<file path="src/rtl/bin_to_bcd_seq.sv">
// ---------------------------------------------------------------------------
// bin_to_bcd_seq
//
// Sequential binary-to-BCD converter using the shift-add-3 (double-dabble)
// method. It converts the zero-extended sum word from the adder datapath
// into packed BCD digits for the seven-segment decode. Each conversion is
// started with a start/busy/done handshake and takes one shift per input
// bit.
//
// Parameters:
//   WIDTH  - bit width of the binary input (>= 1)
//   DIGITS - number of BCD output digits (>= 1)
//
// Ports:
//   clk    in   rising-edge clock
//   rst_n  in   asynchronous active-low reset
//   start  in   conversion request, sampled only while idle
//   bin    in   binary operand, captured on the accepting edge
//   busy   out  high while a conversion is shifting
//   done   out  one-cycle pulse; bcd/ovf are valid from this cycle on
//   bcd    out  packed BCD result, digit 0 in bits [3:0]
//   ovf    out  result exceeded 10^DIGITS-1; bcd holds the truncated digits
// ---------------------------------------------------------------------------
module bin_to_bcd_seq #(
   parameter int WIDTH  = 8,
   parameter int DIGITS = 3
) (
   input  logic                  clk,
   input  logic                  rst_n,
   input  logic                  start,
   input  logic [WIDTH-1:0]      bin,
   output logic                  busy,
   output logic                  done,
   output logic [4*DIGITS-1:0]   bcd,
   output logic                  ovf
);

   localparam int BW = 4 * DIGITS;
   localparam int CW = $clog2(WIDTH + 1);

   typedef enum logic [1:0] {
      ST_IDLE,
      ST_SHIFT,
      ST_DONE
   } state_t;

   state_t          state;
   logic [WIDTH-1:0] shreg;
   logic [BW-1:0]    scratch;
   logic             sticky;
   logic [CW-1:0]    count;

   // Next values of one shift iteration.
   logic [BW-1:0]    adj;
   logic [BW-1:0]    scratch_nxt;
   logic [WIDTH-1:0] shreg_nxt;
   logic             sticky_nxt;

   // Add-3 correction on every digit, then shift {scratch, shreg} left by
   // one. The bit pushed out of the top digit is a carry into a digit we do
   // not have, so it is folded into the sticky overflow flag.
   always_comb begin
      // NOTE: every variable gets a default before any conditional update,
      // so no path leaves it unassigned and no latch is inferred.
      adj = scratch;
      for (int d = 0; d < DIGITS; d++) begin
         if (scratch[4*d +: 4] >= 4'd5) begin
            adj[4*d +: 4] = scratch[4*d +: 4] + 4'd3;
         end
      end
      scratch_nxt = {adj[BW-2:0], shreg[WIDTH-1]};
      shreg_nxt   = shreg << 1;
      sticky_nxt  = sticky | adj[BW-1];
   end

   // NOTE: every register here, including the datapath scratch, is cleared
   // by reset so that an aborted conversion leaves no stale digits behind.
   always_ff @(posedge clk or negedge rst_n) begin
      if (!rst_n) begin
         state   <= ST_IDLE;
         shreg   <= '0;
         scratch <= '0;
         sticky  <= 1'b0;
         count   <= '0;
         bcd     <= '0;
         ovf     <= 1'b0;
         busy    <= 1'b0;
         done    <= 1'b0;
      end else begin
         // NOTE: sequential state uses non-blocking assignments only, so
         // every right-hand side sees the values from before this edge.
         case (state)
            ST_IDLE: begin
               done <= 1'b0;
               if (start) begin
                  shreg   <= bin;
                  scratch <= '0;
                  sticky  <= 1'b0;
                  count   <= CW'(WIDTH);
                  state   <= ST_SHIFT;
                  busy    <= 1'b1;
               end
            end

            ST_SHIFT: begin
               shreg   <= shreg_nxt;
               scratch <= scratch_nxt;
               sticky  <= sticky_nxt;
               count   <= count - CW'(1);
               // Last shift: publish the result straight from the next
               // values so bcd/ovf are valid together with done.
               if (count == CW'(1)) begin
                  bcd   <= scratch_nxt;
                  ovf   <= sticky_nxt;
                  state <= ST_DONE;
                  busy  <= 1'b0;
                  done  <= 1'b1;
               end
            end

            ST_DONE: begin
               state <= ST_IDLE;
               done  <= 1'b0;
            end

            default: begin
               state <= ST_IDLE;
               busy  <= 1'b0;
               done  <= 1'b0;
            end
         endcase
      end
   end

endmodule
</file>
<file path="config.mk">
export PLATFORM = sky130hd
export DESIGN_NAME = bin_to_bcd_seq
export DESIGN_NICKNAME = d
export VERILOG_FILES = /design/src/rtl/bin_to_bcd_seq.sv
export SDC_FILE = /design/constraint.sdc
export NUM_CORES = 1
export LEC_CHECK = 0
export ABC_AREA = 1
export BUFFER_PORTS_ARGS = -buffer_cell sky130_fd_sc_hd__buf_2
export CORE_MARGIN = 3
export CORE_UTILIZATION = 57
export CTS_BUF_LIST = sky130_fd_sc_hd__clkbuf_16
export CTS_CLUSTER_SIZE = 16
export DETAILED_ROUTE_END_ITERATION = 8
export GPL_TIMING_DRIVEN = 0
export PLACE_DENSITY = 0.88
export SYNTH_ARGS = -nofsm -noshare
export SYNTH_HDL_FRONTEND = slang
export SYNTH_SLANG_ARGS = --single-unit
</file>
<file path="constraint.sdc">
create_clock -name clk -period 1.7 [get_ports clk]
set_input_delay 0.255 -clock clk [delete_from_list [all_inputs] [get_ports clk]]
set_output_delay 0.255 -clock clk [all_outputs]
set_load 0.005 [all_outputs]
</file>
## Word level (Yosys, flattened, before mapping)

Index checks and enable logic that the tools add are counted.

- Register bits: 42
- Bits of input ports: 11

- Add/sub/neg operators: 4
- Magnitude comparators: 3
- Equal/unequal tests: 5
- Multiplexer cells: 19
- Bitwise gates (word level): 2
- Reduce and logical (&&, ||, !) cells: 6

Operator list:

| operator | number |
|---|---|
| 12-bit one-hot mux with 2 select lines | 1 |
| 4-bit two-way mux | 4 |
| 8-bit one-hot mux with 2 select lines | 1 |
| 4-bit by 2-bit adder with 4-bit output (second input constant) | 3 |
| 4-bit by 3-bit >= comparator with 1-bit output (second input constant) | 3 |
| 12-bit two-way mux | 1 |
| 8-bit two-way mux | 1 |
| 4-bit one-hot mux with 2 select lines | 1 |
| 2-bit AND reduction | 3 |
| 1-bit two-way mux | 5 |
| 4-bit by 1-bit equality test with 1-bit output (second input constant) | 1 |
| 2-bit two-way mux | 2 |
| 2-bit != test (second input constant) | 2 |
| 2-bit one-hot mux with 2 select lines | 1 |
| 4-bit by 1-bit subtractor with 4-bit output (second input constant) | 1 |
| 1-bit one-hot mux with 3 select lines | 1 |
| 3-bit AND reduction | 1 |
| 2-bit by 1-bit equality test with 1-bit output (second input constant) | 1 |
| 2-bit equality test (second input constant) | 1 |
| 2-bit zero test | 1 |
| 1-bit one-hot mux with 2 select lines | 1 |
| 2-bit nonzero test | 1 |
| 1-bit NOT | 1 |
| 1-bit OR | 1 |

## Longest topological paths before layout

- Word-level depth: 4
- Gate-level depth with buffers: 8
- Mapped depth without buffers: 8

## Worst setup path after synthesis

OpenSTA, ideal clock, no wires.

- Kind: reg-to-reg
- Start point: register scratch[0]
- End point: register scratch[1]
- Setup time: 0.065 ns
- Data arrival time: 1.234 ns
- Data required time: 1.635 ns
- Path slack: 0.402 ns
- Stages on the path, launching flop included: 9
- Path buffers: 0
- Period minus slack after synthesis: 1.298 ns
- Cell sequence: dfrtp_1 -> inv_1 -> ha_1 -> inv_1 -> o21ai_0 -> nand2_1 -> nand2_1 -> nand3_1 -> nand2_1

- Word-level cells in the longest chain between the ends: 3
- Elaborated cells on any way between the ends: 4

RTL lines:

| item | line | RTL |
|---|---|---|
| start: declaration | 49 | `logic [BW-1:0] scratch;` |
| start signal: assignment | 107 | `scratch <= scratch_nxt;` |
| 4-bit by 2-bit adder with 4-bit output or 4-bit by 3-bit >= comparator with 1-bit output (tied branches) | 68, 67 |  |
| 4-bit two-way mux (*) | 67 | `if (scratch[4*d +: 4] >= 4'd5) begin` |
| 12-bit one-hot mux with 2 select lines (*) | 92 | `case (state)` |

Mark *: on every way between the ends. The rest lies on a longest branch, timed or not.
A chain may end at the register's enable or synchronous reset.

## Worst setup path after layout

Ends and elaborated chain as after synthesis.

==> metrics.yaml <==
outcome: "completed"
clock_skew_ns: 0.00568
place.gp.congestion: 0.851
synth_edf_count: 0
crit_arrival_ns: 1.81
drt_pass1_iterations: 4
cts_tree: "done"
layout.nets: 297
fin_util_pct: 71.7
cts_root_buf: "clkbuf_16"
p_leak_nw: 1.34
clock-sinks: 42
ys_types: 25
hold_class: "primary input to asynchronous set/reset pin"
drc: 0
rows: 21
fp.dieArea_um2: 4560
overflow: 0
sw_frac_of_total_pct: 41.1
fin_crit_sh_pct: 93.2
clk_pin_slew_ns: 0.06
fillers: 252
synthArstFlopShare_pct: 100
peakVddDrop_mv: 1.01
worstPathRequired_ns: 1.92
antenna_found_initial: 0
h-tree-depth: 2
p_comb_share_pct: 46.3
hold_slack_ns: 0.116
initial_core_util_pct: 61.7
syn_area_um2: 2160
cts_setup_buffers: 0
core_region_area_um2: 3490
max_freq_mhz: 631
hold_buffers: 0
p_seq_share_pct: 33.3
fp.dieW_um: 67.5
p_int_mw: 3.08
grt_max_degree: 43
rsz0062_at_grt: "no"
die_h_um: 67.5
min_period_ns: 1.58
drv_cap: 0
slew_viol_final: 0
num_antenna_cells: 0
cts_buffers: 5
num_io_pins: 26
pwr-share-clk_pct: 20.4
syn_nets: 265
areaGrowthSynthToFinish_pct: 16.2
io_buffer_count: 25
via_per_inst: 5.37
dpl.hpwl_um: 3120
slew-limit-headroom_pct: 38.1
startpoint_type: "flip-flop"
drtAntennaViolNets: 0
finalSetupViolations: 0
seq_area_frac_synth_pct: 48.8
drive_gt1_share_pct: 23.7
insertion_delay_ns: 0.28
crit_path_end_kind: "flip-flop"
finalHoldViolCount: 0
grt_pass1_wl_um: 7490
cts_max_path_buffers: 2
syn_inst: 246
vias: 1744
routedWlPerCell_um: 13.5
grt_pass1_vias: 1677
drt_wl_total_um: 4370
tns_ns: 0
tightest_slew_ns: 0.928
yosys_register_bits: 42
drt_iter0_markers: 160
synth_area_per_cell_um2: 8.76
reg2regPathDepth: 8
crit_fanout: 4
setup.worst_path.class: "flip-flop to flip-flop"
synth-main-ff-cell: "dfrtp_1"
ys_warn_count: 0
globalRouteTotalUtil_pct: 22.3
power.density_nw_per_um2: 2090
p_sw_mw: 2.15
cell type report:
type                    instances  area (um^2)  area share (%)
plain buffers                   6         57.6            2.30
flip-flops and latches         42         1050            42.0
well taps                      46         57.6            2.30
clock buffers                   5          125            5.00
clock inverters                 3         41.3            1.65
multi-input cells             164          917            36.6
repair buffers                 25          125            5.00
inverters                      34          130            5.19
synth_stat cells (3+ instances only):
master	count	share of area, %
a21oi_1	5	1.2
buf_6	4	2.1
dfrtp_1	42	49
ha_1	8	4.6
inv_1	31	5.4
nand2_1	76	13
nand3_1	30	7.0
nor2_1	4	0.70
o211ai_2	6	3.5
o21ai_0	13	3.0
o21ai_2	9	3.7
o22ai_2	3	1.7
cells by family after synthesis:
| logic type | count (synthesis) | share of synthesized area [%] |
|---|---|---|
| AND/OR/NAND/NOR | 117 | 23.5 |
| AO/OA/AOI/OAI | 39 | 14.4 |
| buffers and inverters | 40 | 8.71 |
| flip-flops | 42 | 48.8 |
| adder cells (fa/ha/maj) | 8 | 4.64 |
sequential cells by signal, indices dropped and copies added (netlist names):
register and count:
bcd 12, scratch 12, shreg 8, count 4
state 2, busy 1, done 1, ovf 1
sticky 1
stage by stage:
step                std cells  cell area [um^2]  worst slack (ns)  power [mW]
global placement          317              2340             0.286        4.01
global route              325              2500            0.0200        5.69
finish                    325              2500             0.116        5.24
detailed placement        317              2340             0.184        4.17
CTS                       325              2500             0.143        5.26
floorplan                 246              2160             0.402        3.52
power by group through the flow:
stage,sequential (mW),clock (mW),combinational (mW)
3_3_place_gp,1.73,0,2.27
6_report,1.75,1.07,2.42
2_1_floorplan,1.73,0,1.79
3_5_place_dp,1.76,0,2.41
4_1_cts,1.74,1.08,2.43
5_1_grt,1.81,1.13,2.75
layout by cell type, fill, tap and decap left out, types with 2 or more instances in the layout:
| cell type | Yosys | layout |
|---|---|---|
| o21ai_2 | 9 | 9 |
| nor2_1 | 4 | 4 |
| inv_2 | 2 | 2 |
| o21ai_0 | 13 | 12 |
| buf_2 | 1 | 26 |
| dfrtp_1 | 42 | 42 |
| ha_1 | 8 | 8 |
| buf_6 | 4 | 4 |
| o22ai_1 | 2 | 2 |
| o22ai_2 | 3 | 3 |
| inv_1 | 31 | 32 |
| nand2_1 | 76 | 76 |
| a21oi_1 | 5 | 5 |
| o211ai_2 | 6 | 6 |
| nand3_1 | 30 | 30 |
| clkbuf_16 | 0 | 5 |
critical path, stage by stage, from the launching register on:
cell	delay [ns]
dfrtp_1	0.39
inv_1	0.13
ha_1	0.19
inv_1	0.04
o21ai_0	0.32
nand2_1	0.18
nand2_1	0.14
nand3_1	0.07
nand2_1	0.07
worst paths after layout:
kind / end / start / slack, ns
max: scratch[1]$_DFFE_PN0P_ / scratch[0]$_DFFE_PN0P_ / 0.12
min: done$_DFFE_PN0P_ / rst_n / 0.12
max reg2reg: scratch[1]$_DFFE_PN0P_ / scratch[0]$_DFFE_PN0P_ / 0.12
min reg2reg: bcd[6]$_DFFE_PN0P_ / bcd[6]$_DFFE_PN0P_ / 0.47
max in group asynchronous: bcd[8]$_DFFE_PN0P_ / rst_n / 1.01
min in group clk: shreg[0]$_DFFE_PN0P_ / bin[0] / 0.22
timing repair:
action / 4_1_cts / 5_1_grt
endpoints found under the hold margin: 0 / 0
gates resized for setup: 0 / 1
setup endpoints to repair: 0 / 4
metal layers:
layer  global-route usage [%]  up-vias  wire length (um)
li1                         -      859                 -
met1                     28.5      817              1940
met2                     35.6       61              2130
met3                     5.99        7               255
met4                     8.86        0                44
met5                        0        -                 0
Power figures use the tool's default switching activity.
